### src/rtl/inst_loader_pkg.sv
// Shared types for the instruction-memory loader.
package inst_loader_pkg;

    typedef enum logic [0:0] {
        IDLE = 1'b0,
        LOAD = 1'b1
    } load_state_e;

endpackage

### src/rtl/inst_load_checksum.sv
// Wrapping accumulator of accepted instruction words, with synchronous clear and enable.
module inst_load_checksum #(
    parameter int unsigned Width = 32
) (
    input  logic             clk_i,
    input  logic             rst_ni,
    input  logic             clr_i,
    input  logic             en_i,
    input  logic [Width-1:0] data_i,
    output logic [Width-1:0] sum_o
);

    logic [Width-1:0] sum_r;

    // Accumulate modulo 2^Width; clear wins over enable.
    always_ff @(posedge clk_i or negedge rst_ni) begin
        if (!rst_ni) begin
            sum_r <= '0;
        end else if (clr_i) begin
            sum_r <= '0;
        end else if (en_i) begin
            sum_r <= sum_r + data_i;
        end else begin
            sum_r <= sum_r;
        end
    end

    assign sum_o = sum_r;

endmodule

### src/rtl/inst_loader.sv
// Streaming loader writing sequential words into the instruction memory.
// Define INST_LOADER_CHECKSUM_EN to build the checksum accumulator.
module inst_loader
    import inst_loader_pkg::*;
#(
    parameter int unsigned RegAddrWidth     = 32,
    parameter int unsigned InstMemDepth     = 128,
    parameter int unsigned InstMemAddrWidth = $clog2(InstMemDepth)
) (
    input  logic                    clk_i,
    input  logic                    rst_ni,
    input  logic                    clr_i,
    input  logic                    load_start_i,
    input  logic [RegAddrWidth-1:0] load_base_addr_i,
    input  logic [RegAddrWidth-1:0] load_len_i,
    input  logic                    auto_start_i,
    input  logic [RegAddrWidth-1:0] inst_data_i,
    input  logic                    inst_valid_i,
    output logic                    inst_ready_o,
    output logic [RegAddrWidth-1:0] inst_wr_addr_o,
    output logic [RegAddrWidth-1:0] inst_wr_data_o,
    output logic                    inst_wr_en_o,
    output logic                    busy_o,
    output logic                    done_o,
    output logic                    core_start_o,
    output logic                    err_o,
    output logic [RegAddrWidth-1:0] load_count_o,
    output logic [RegAddrWidth-1:0] checksum_o
);

    load_state_e state_r, state_next_s;

    logic [InstMemAddrWidth-1:0] base_r;
    logic [RegAddrWidth-1:0]     len_r;
    logic [RegAddrWidth-1:0]     count_r;
    logic                        auto_r;
    logic [InstMemAddrWidth-1:0] wr_addr_r;
    logic [RegAddrWidth-1:0]     wr_data_r;
    logic                        wr_en_r;
    logic                        done_r;
    logic                        core_start_r;
    logic                        err_r;

    logic [RegAddrWidth:0]       range_end_s;
    logic                        range_err_s;
    logic [RegAddrWidth-1:0]     len_last_s;
    logic [InstMemAddrWidth-1:0] wr_addr_s;
    logic                        start_load_s;
    logic                        start_zero_s;
    logic                        start_err_s;
    logic                        beat_s;
    logic                        last_beat_s;

    // One extra bit keeps base+len from wrapping past the range check.
    assign range_end_s = {1'b0, load_base_addr_i} + {1'b0, load_len_i};
    assign range_err_s = (range_end_s > (RegAddrWidth + 1)'(InstMemDepth));
    assign len_last_s  = len_r - RegAddrWidth'(1);
    assign wr_addr_s   = base_r + count_r[InstMemAddrWidth-1:0];

    // FSM state register.
    always_ff @(posedge clk_i or negedge rst_ni) begin
        if (!rst_ni) begin
            state_r <= IDLE;
        end else if (clr_i) begin
            state_r <= IDLE;
        end else begin
            state_r <= state_next_s;
        end
    end

    // Next-state and start/beat decode.
    always_comb begin
        state_next_s = state_r;
        start_load_s = 1'b0;
        start_zero_s = 1'b0;
        start_err_s  = 1'b0;
        beat_s       = 1'b0;
        last_beat_s  = 1'b0;
        case (state_r)
            IDLE: begin
                if (load_start_i) begin
                    if (range_err_s) begin
                        start_err_s = 1'b1;
                    end else if (load_len_i == '0) begin
                        start_zero_s = 1'b1;
                    end else begin
                        start_load_s = 1'b1;
                        state_next_s = LOAD;
                    end
                end else begin
                    state_next_s = IDLE;
                end
            end
            LOAD: begin
                if (inst_valid_i) begin
                    beat_s = 1'b1;
                    if (count_r == len_last_s) begin
                        last_beat_s  = 1'b1;
                        state_next_s = IDLE;
                    end else begin
                        state_next_s = LOAD;
                    end
                end else begin
                    state_next_s = LOAD;
                end
            end
            default: begin
                state_next_s = IDLE;
            end
        endcase
    end

    // Load context, write port and completion pulses; clr_i drops everything.
    always_ff @(posedge clk_i or negedge rst_ni) begin
        if (!rst_ni) begin
            base_r       <= '0;
            len_r        <= '0;
            count_r      <= '0;
            auto_r       <= 1'b0;
            wr_addr_r    <= '0;
            wr_data_r    <= '0;
            wr_en_r      <= 1'b0;
            done_r       <= 1'b0;
            core_start_r <= 1'b0;
            err_r        <= 1'b0;
        end else if (clr_i) begin
            base_r       <= '0;
            len_r        <= '0;
            count_r      <= '0;
            auto_r       <= 1'b0;
            wr_addr_r    <= '0;
            wr_data_r    <= '0;
            wr_en_r      <= 1'b0;
            done_r       <= 1'b0;
            core_start_r <= 1'b0;
            err_r        <= 1'b0;
        end else begin
            wr_en_r      <= beat_s;
            done_r       <= last_beat_s | start_zero_s;
            core_start_r <= done_r & auto_r;
            if (beat_s) begin
                wr_addr_r <= wr_addr_s;
                wr_data_r <= inst_data_i;
                count_r   <= count_r + RegAddrWidth'(1);
            end else if (start_load_s || start_zero_s) begin
                base_r  <= load_base_addr_i[InstMemAddrWidth-1:0];
                len_r   <= load_len_i;
                auto_r  <= auto_start_i;
                count_r <= '0;
                err_r   <= 1'b0;
            end else if (start_err_s) begin
                err_r <= 1'b1;
            end else begin
                count_r <= count_r;
            end
        end
    end

`ifdef INST_LOADER_CHECKSUM_EN
    logic chk_clr_s;

    assign chk_clr_s = clr_i | start_load_s | start_zero_s;

    inst_load_checksum #(
        .Width (RegAddrWidth)
    ) u_checksum (
        .clk_i  (clk_i),
        .rst_ni (rst_ni),
        .clr_i  (chk_clr_s),
        .en_i   (beat_s),
        .data_i (inst_data_i),
        .sum_o  (checksum_o)
    );
`else
    assign checksum_o = '0;
`endif

    assign inst_ready_o   = (state_r == LOAD);
    assign busy_o         = (state_r == LOAD);
    assign inst_wr_addr_o = RegAddrWidth'(wr_addr_r);
    assign inst_wr_data_o = wr_data_r;
    assign inst_wr_en_o   = wr_en_r;
    assign done_o         = done_r;
    assign core_start_o   = core_start_r;
    assign err_o          = err_r;
    assign load_count_o   = count_r;

endmodule

### config.mk
export PLATFORM = sky130hd
export DESIGN_NAME = inst_loader
export DESIGN_NICKNAME = d
export VERILOG_FILES = /design/src/rtl/inst_loader_pkg.sv /design/src/rtl/inst_load_checksum.sv /design/src/rtl/inst_loader.sv
export SDC_FILE = /design/constraint.sdc
export NUM_CORES = 1
export LEC_CHECK = 0
export ABC_CLOCK_PERIOD_IN_PS = 3700
export BUFFER_PORTS_ARGS = -buffer_cell sky130_fd_sc_hd__buf_4
export CORE_MARGIN = 3
export CORE_UTILIZATION = 50
export CTS_CLUSTER_DIAMETER = 120
export DETAILED_ROUTE_END_ITERATION = 16
export PLACE_DENSITY = 0.83
export RECOVER_POWER = 50
export SETUP_SLACK_MARGIN = 0.3
export SLEW_MARGIN = 5
export SYNTH_ARGS = -nofsm -noshare
export SYNTH_HDL_FRONTEND = slang
export SYNTH_SLANG_ARGS = --single-unit
### constraint.sdc
create_clock -name clk_i -period 3.7 [get_ports clk_i]
set_input_delay 0 -clock clk_i [delete_from_list [all_inputs] [get_ports clk_i]]
set_output_delay 0 -clock clk_i [all_outputs]
set_load 0.1 [all_outputs]
==> flow_metrics.env <==
export IMPL_max_freq_mhz=299
export IMPL_start_util_pct=51.4
export IMPL_synthToLayoutAreaGrowth_pct=26.7
export IMPL_vdd_drop_max_v=0.000325
export IMPL_regToRegSetupSlack_ns=0.36
export IMPL_cts_root_buffer="clkbuf_16"
export IMPL_num_rows=49
export IMPL_syn_area_sq_um=9330
export IMPL_die_h_um=143
export IMPL_grt_overflow=0
export IMPL_rr_endpoint="busy_o"
export IMPL_ant_nets=0
export IMPL_hold_path_end="done_o"
export IMPL_first_pass_iters=6
export IMPL_swShare_pct=31.7
export IMPL_seq_area_frac_synth_pct=31.1
export IMPL_port_buffers=178
export IMPL_worst_path_buf_inv=1
export IMPL_status="complete, but fails checks"
export IMPL_path_clk_slew_ns=0.06
export IMPL_worst_setup_path_end_kind="flop"
export IMPL_path_cells="inv_1 > ha_1 > or4b_4 > nor4b_1 > o21ai_0 > o31ai_1 > a32oi_1 > nor4_1 > o2111ai_1 > or4_4 > o211a_1"
export IMPL_cts_sinks=116
export IMPL_grt_usage_pct=29.3
export IMPL_drt_total_wl_mm=31.3
export IMPL_critPathSlowestCell="or4_4"
export IMPL_synth_ff_type="dfrtp_1"
export IMPL_final_cells=1559
export IMPL_worst_pin_slew_ns=2.03
export IMPL_holdCritStartpoint="load_len_i[27]"
export IMPL_ys_async_sr_fraction_pct=100
export IMPL_power_density_nw_per_um2=341
export IMPL_p_leak_nw=5.56
export IMPL_cp_data_required_time_ns=4.01
export IMPL_h_tree_depth=4
export IMPL_r2r_start="len_r[0]"
export IMPL_cp_arrival_ns=3.65
export IMPL_hpwl_mm=21.2
export IMPL_drive_gt1_share_pct=15.0
export IMPL_vias_per_cell=6.20
export IMPL_drt_initial_drc_count=933
export IMPL_startpoint_type="flop"
export IMPL_gp_congestion=0.985
export IMPL_period_share_pct=90.2
export IMPL_grt_setup_unrepaired="yes"
export IMPL_fp_dieW_um=143
export IMPL_synth_cells=1087
export IMPL_core_area_sq_um=18100
export IMPL_maxCapViolations=1
export IMPL_crit_cells=11
export IMPL_max_stage_delay_ns=0.60
export IMPL_slew_headroom_pct=-35.1
export IMPL_ff2ff_path_depth=11
export IMPL_hold_viol_final=0
export IMPL_vias=9671
export IMPL_final_util_pct=65.2
export IMPL_critical_path_class="reg -> reg"
export IMPL_insertion_delay_ns=0.42
export IMPL_finalClockSkew_ns=0.00746
export IMPL_setup_ws_ns=0.361
export IMPL_yosysTopAreaCell="dfrtp_1"
export IMPL_violations="capacitance limit, slew limit"
export IMPL_synth_edf_count=0
export IMPL_pre_cts_slack_ns=0.0942
export IMPL_ys_types=87
export IMPL_p_switching_mw=1.28
export IMPL_path_max_fanout=7
export IMPL_drt_wirelength_per_cell_um=20.1
export IMPL_finalMaxSlewViolations=81
export IMPL_fin_nets=1462
export IMPL_path_delay_family="simple AND/OR/NAND/NOR gates"
export IMPL_cts_tree="done"
export IMPL_finalSetupViolCount=0
export IMPL_cts_inserted_buffers=17
export IMPL_grt_pass1_vias=9294
export IMPL_p_seq_share_pct=31.5
export IMPL_finalCriticalPeriod_ns=3.34
export IMPL_grt_pass1_wl_mm=48.2
export IMPL_p_comb_share_pct=24.0
export IMPL_hold_path_class="in -> reg"
export IMPL_dieArea_sq_um=20300
export IMPL_avgSynthCellArea_sq_um=8.58
export IMPL_place_inst=1451
export IMPL_p_clk_share_pct=44.4
export IMPL_tns_ns=0
export IMPL_synth_top_area_share_pct=31.1
export IMPL_antenna_found_initial=0
export IMPL_synth_seq_cells=116
export IMPL_nFillCells=1510
export IMPL_antennaDiodeCount=0
export IMPL_yosys_warnings=0
export IMPL_power_mw=4.03
export IMPL_synth_area_leaders="dfrtp_1 31%, nand2_1 5.5%, ha_1 5.4%"
export IMPL_io_pins=236
export IMPL_p_int_mw=2.75
export IMPL_drc=0
export IMPL_clock_path_buffers=2
export IMPL_hold_depth=6
export IMPL_grt_max_degree=81
registers in the layout, summed over array words and instances, names as in the netlist:
signal          count
inst_wr_data_o     32
len_r              32
load_count_o       32
base_r              7
wr_addr_r           7
auto_r              1
busy_o              1
core_start_o        1
done_o              1
err_o               1
inst_wr_en_o        1
how the worst max path moves through the flow:
stage | startpoint | slack (ns) | to
floorplan | load_base_addr_i[0] | 0.39 | load_count_o[0]
global placement | load_base_addr_i[0] | 0.21 | load_count_o[18]
detailed placement | load_base_addr_i[0] | 0.09 | load_count_o[18]
CTS | len_r[5] | 0.30 | busy_o
global route | len_r[0] | 0.21 | busy_o
finish | len_r[0] | 0.36 | busy_o
cells by family after synthesis:
family | synth area share [%]
multiplexers | 4.53
buffers and inverters | 8.88
XOR/XNOR | 4.79
AND/OR/NAND/NOR | 22.6
flip-flops | 31.1
AO/OA/AOI/OAI | 22.3
other | 0.0402
adder cells (fa/ha/maj) | 5.79
power groups by stage:
stage	sequential (mW)	clock [mW]	combinational [mW]
after floorplan	1.30	0	0.673
after global placement	1.29	0	0.866
after detailed placement	1.29	0	0.870
after CTS	1.27	1.79	0.938
after global routing	1.27	1.85	1.02
final	1.27	1.79	0.968
worst reg2reg max path, cell delays in order (launching register included):
cell and delay (ns):
dfrtp_1 0.46, inv_1 0.11, ha_1 0.22, or4b_4 0.54
nor4b_1 0.31, o21ai_0 0.14, o31ai_1 0.10, a32oi_1 0.13
nor4_1 0.29, o2111ai_1 0.19, or4_4 0.60, o211a_1 0.15
cells in the final DEF, fill, tap and decap left out, types with 6 or more instances in the layout:
cell           netlist  routed
a21o_1              14      14
a22o_1              36      36
mux2i_1             40      40
buf_4               58     122
ha_1                40      40
nand2_1            137     137
a31o_1               6       6
clkbuf_1            33      72
and3_1              19      19
dfrtp_1            116     116
or3_1               10      10
nand2b_1             9       9
o21ai_1             20      20
a31oi_1             16      16
o31ai_1             18      18
or4_1               10       7
a21oi_1             67      64
nor2b_1              9       9
clkbuf_16            0      18
nand4_1             36      36
o21ai_0             26      26
dlygate4sd3_1        0      74
conb_1               1      57
o211ai_1            16      16
and2_1               8       8
nor3_1              30      28
inv_1               27      27
nor2_1              50      49
nor4_1              15      15
o21a_1               6       6
xor2_1              26      26
nand3_1             35      35
xnor2_1             25      25
a21boi_0             6       6
synth_stat cells, drive strengths merged (31+ instances only):
cell / n
nand2: 137
dfrtp: 116
buf: 84
a21oi: 70
nor2: 50
o21ai: 47
ha: 40
mux2i: 40
a22o: 36
nand3: 36
nand4: 36
clkbuf: 33
nor3: 31
what timing repair did:
| action | 4_1_cts | 5_1_grt |
|---|---|---|
| gates cloned | 0 | 1 |
| hold buffers | 74 | 0 |
| pin swaps | 0 | 3 |
| endpoints found under the hold margin | 151 | 0 |
| resized for setup | 2 | 10 |
| setup buffers | 0 | 2 |
| endpoints found under the setup margin | 2 | 53 |
area by class of cell:
class,count,area [sq um],area share [%]
Clock buffer,20,467,3.95
Clock inverter,11,176,1.49
Inverter,28,105,0.889
Multi-Input combinational cell,882,5860,49.6
Sequential cell,116,2900,24.5
Tap cell,229,287,2.42
Timing Repair Buffer,273,2020,17.1
per-stage QoR:
stage | instance area, sq um | hold slack, ns
floorplan | 9540 | -0.296
global placement | 10600 | 0.223
detailed placement | 10600 | 0.228
CTS | 12000 | 0.0682
global route | 11800 | 0.0841
finish | 11800 | 0.0699
per-layer routing:
| metal | up-vias | global-route usage (%) | share of wire [%] | routed length, um |
|---|---|---|---|---|
| met4 | 0 | 11.4 | 3.6 | 1120 |
| met5 | - | 0 | 0 | 0 |
| met2 | 537 | 49.6 | 49 | 15500 |
| li1 | 4392 | - | - | - |
| met3 | 88 | 4.12 | 8.3 | 2600 |
| met1 | 4654 | 37.9 | 39 | 12100 |
(Power assumes the default switching activity.)
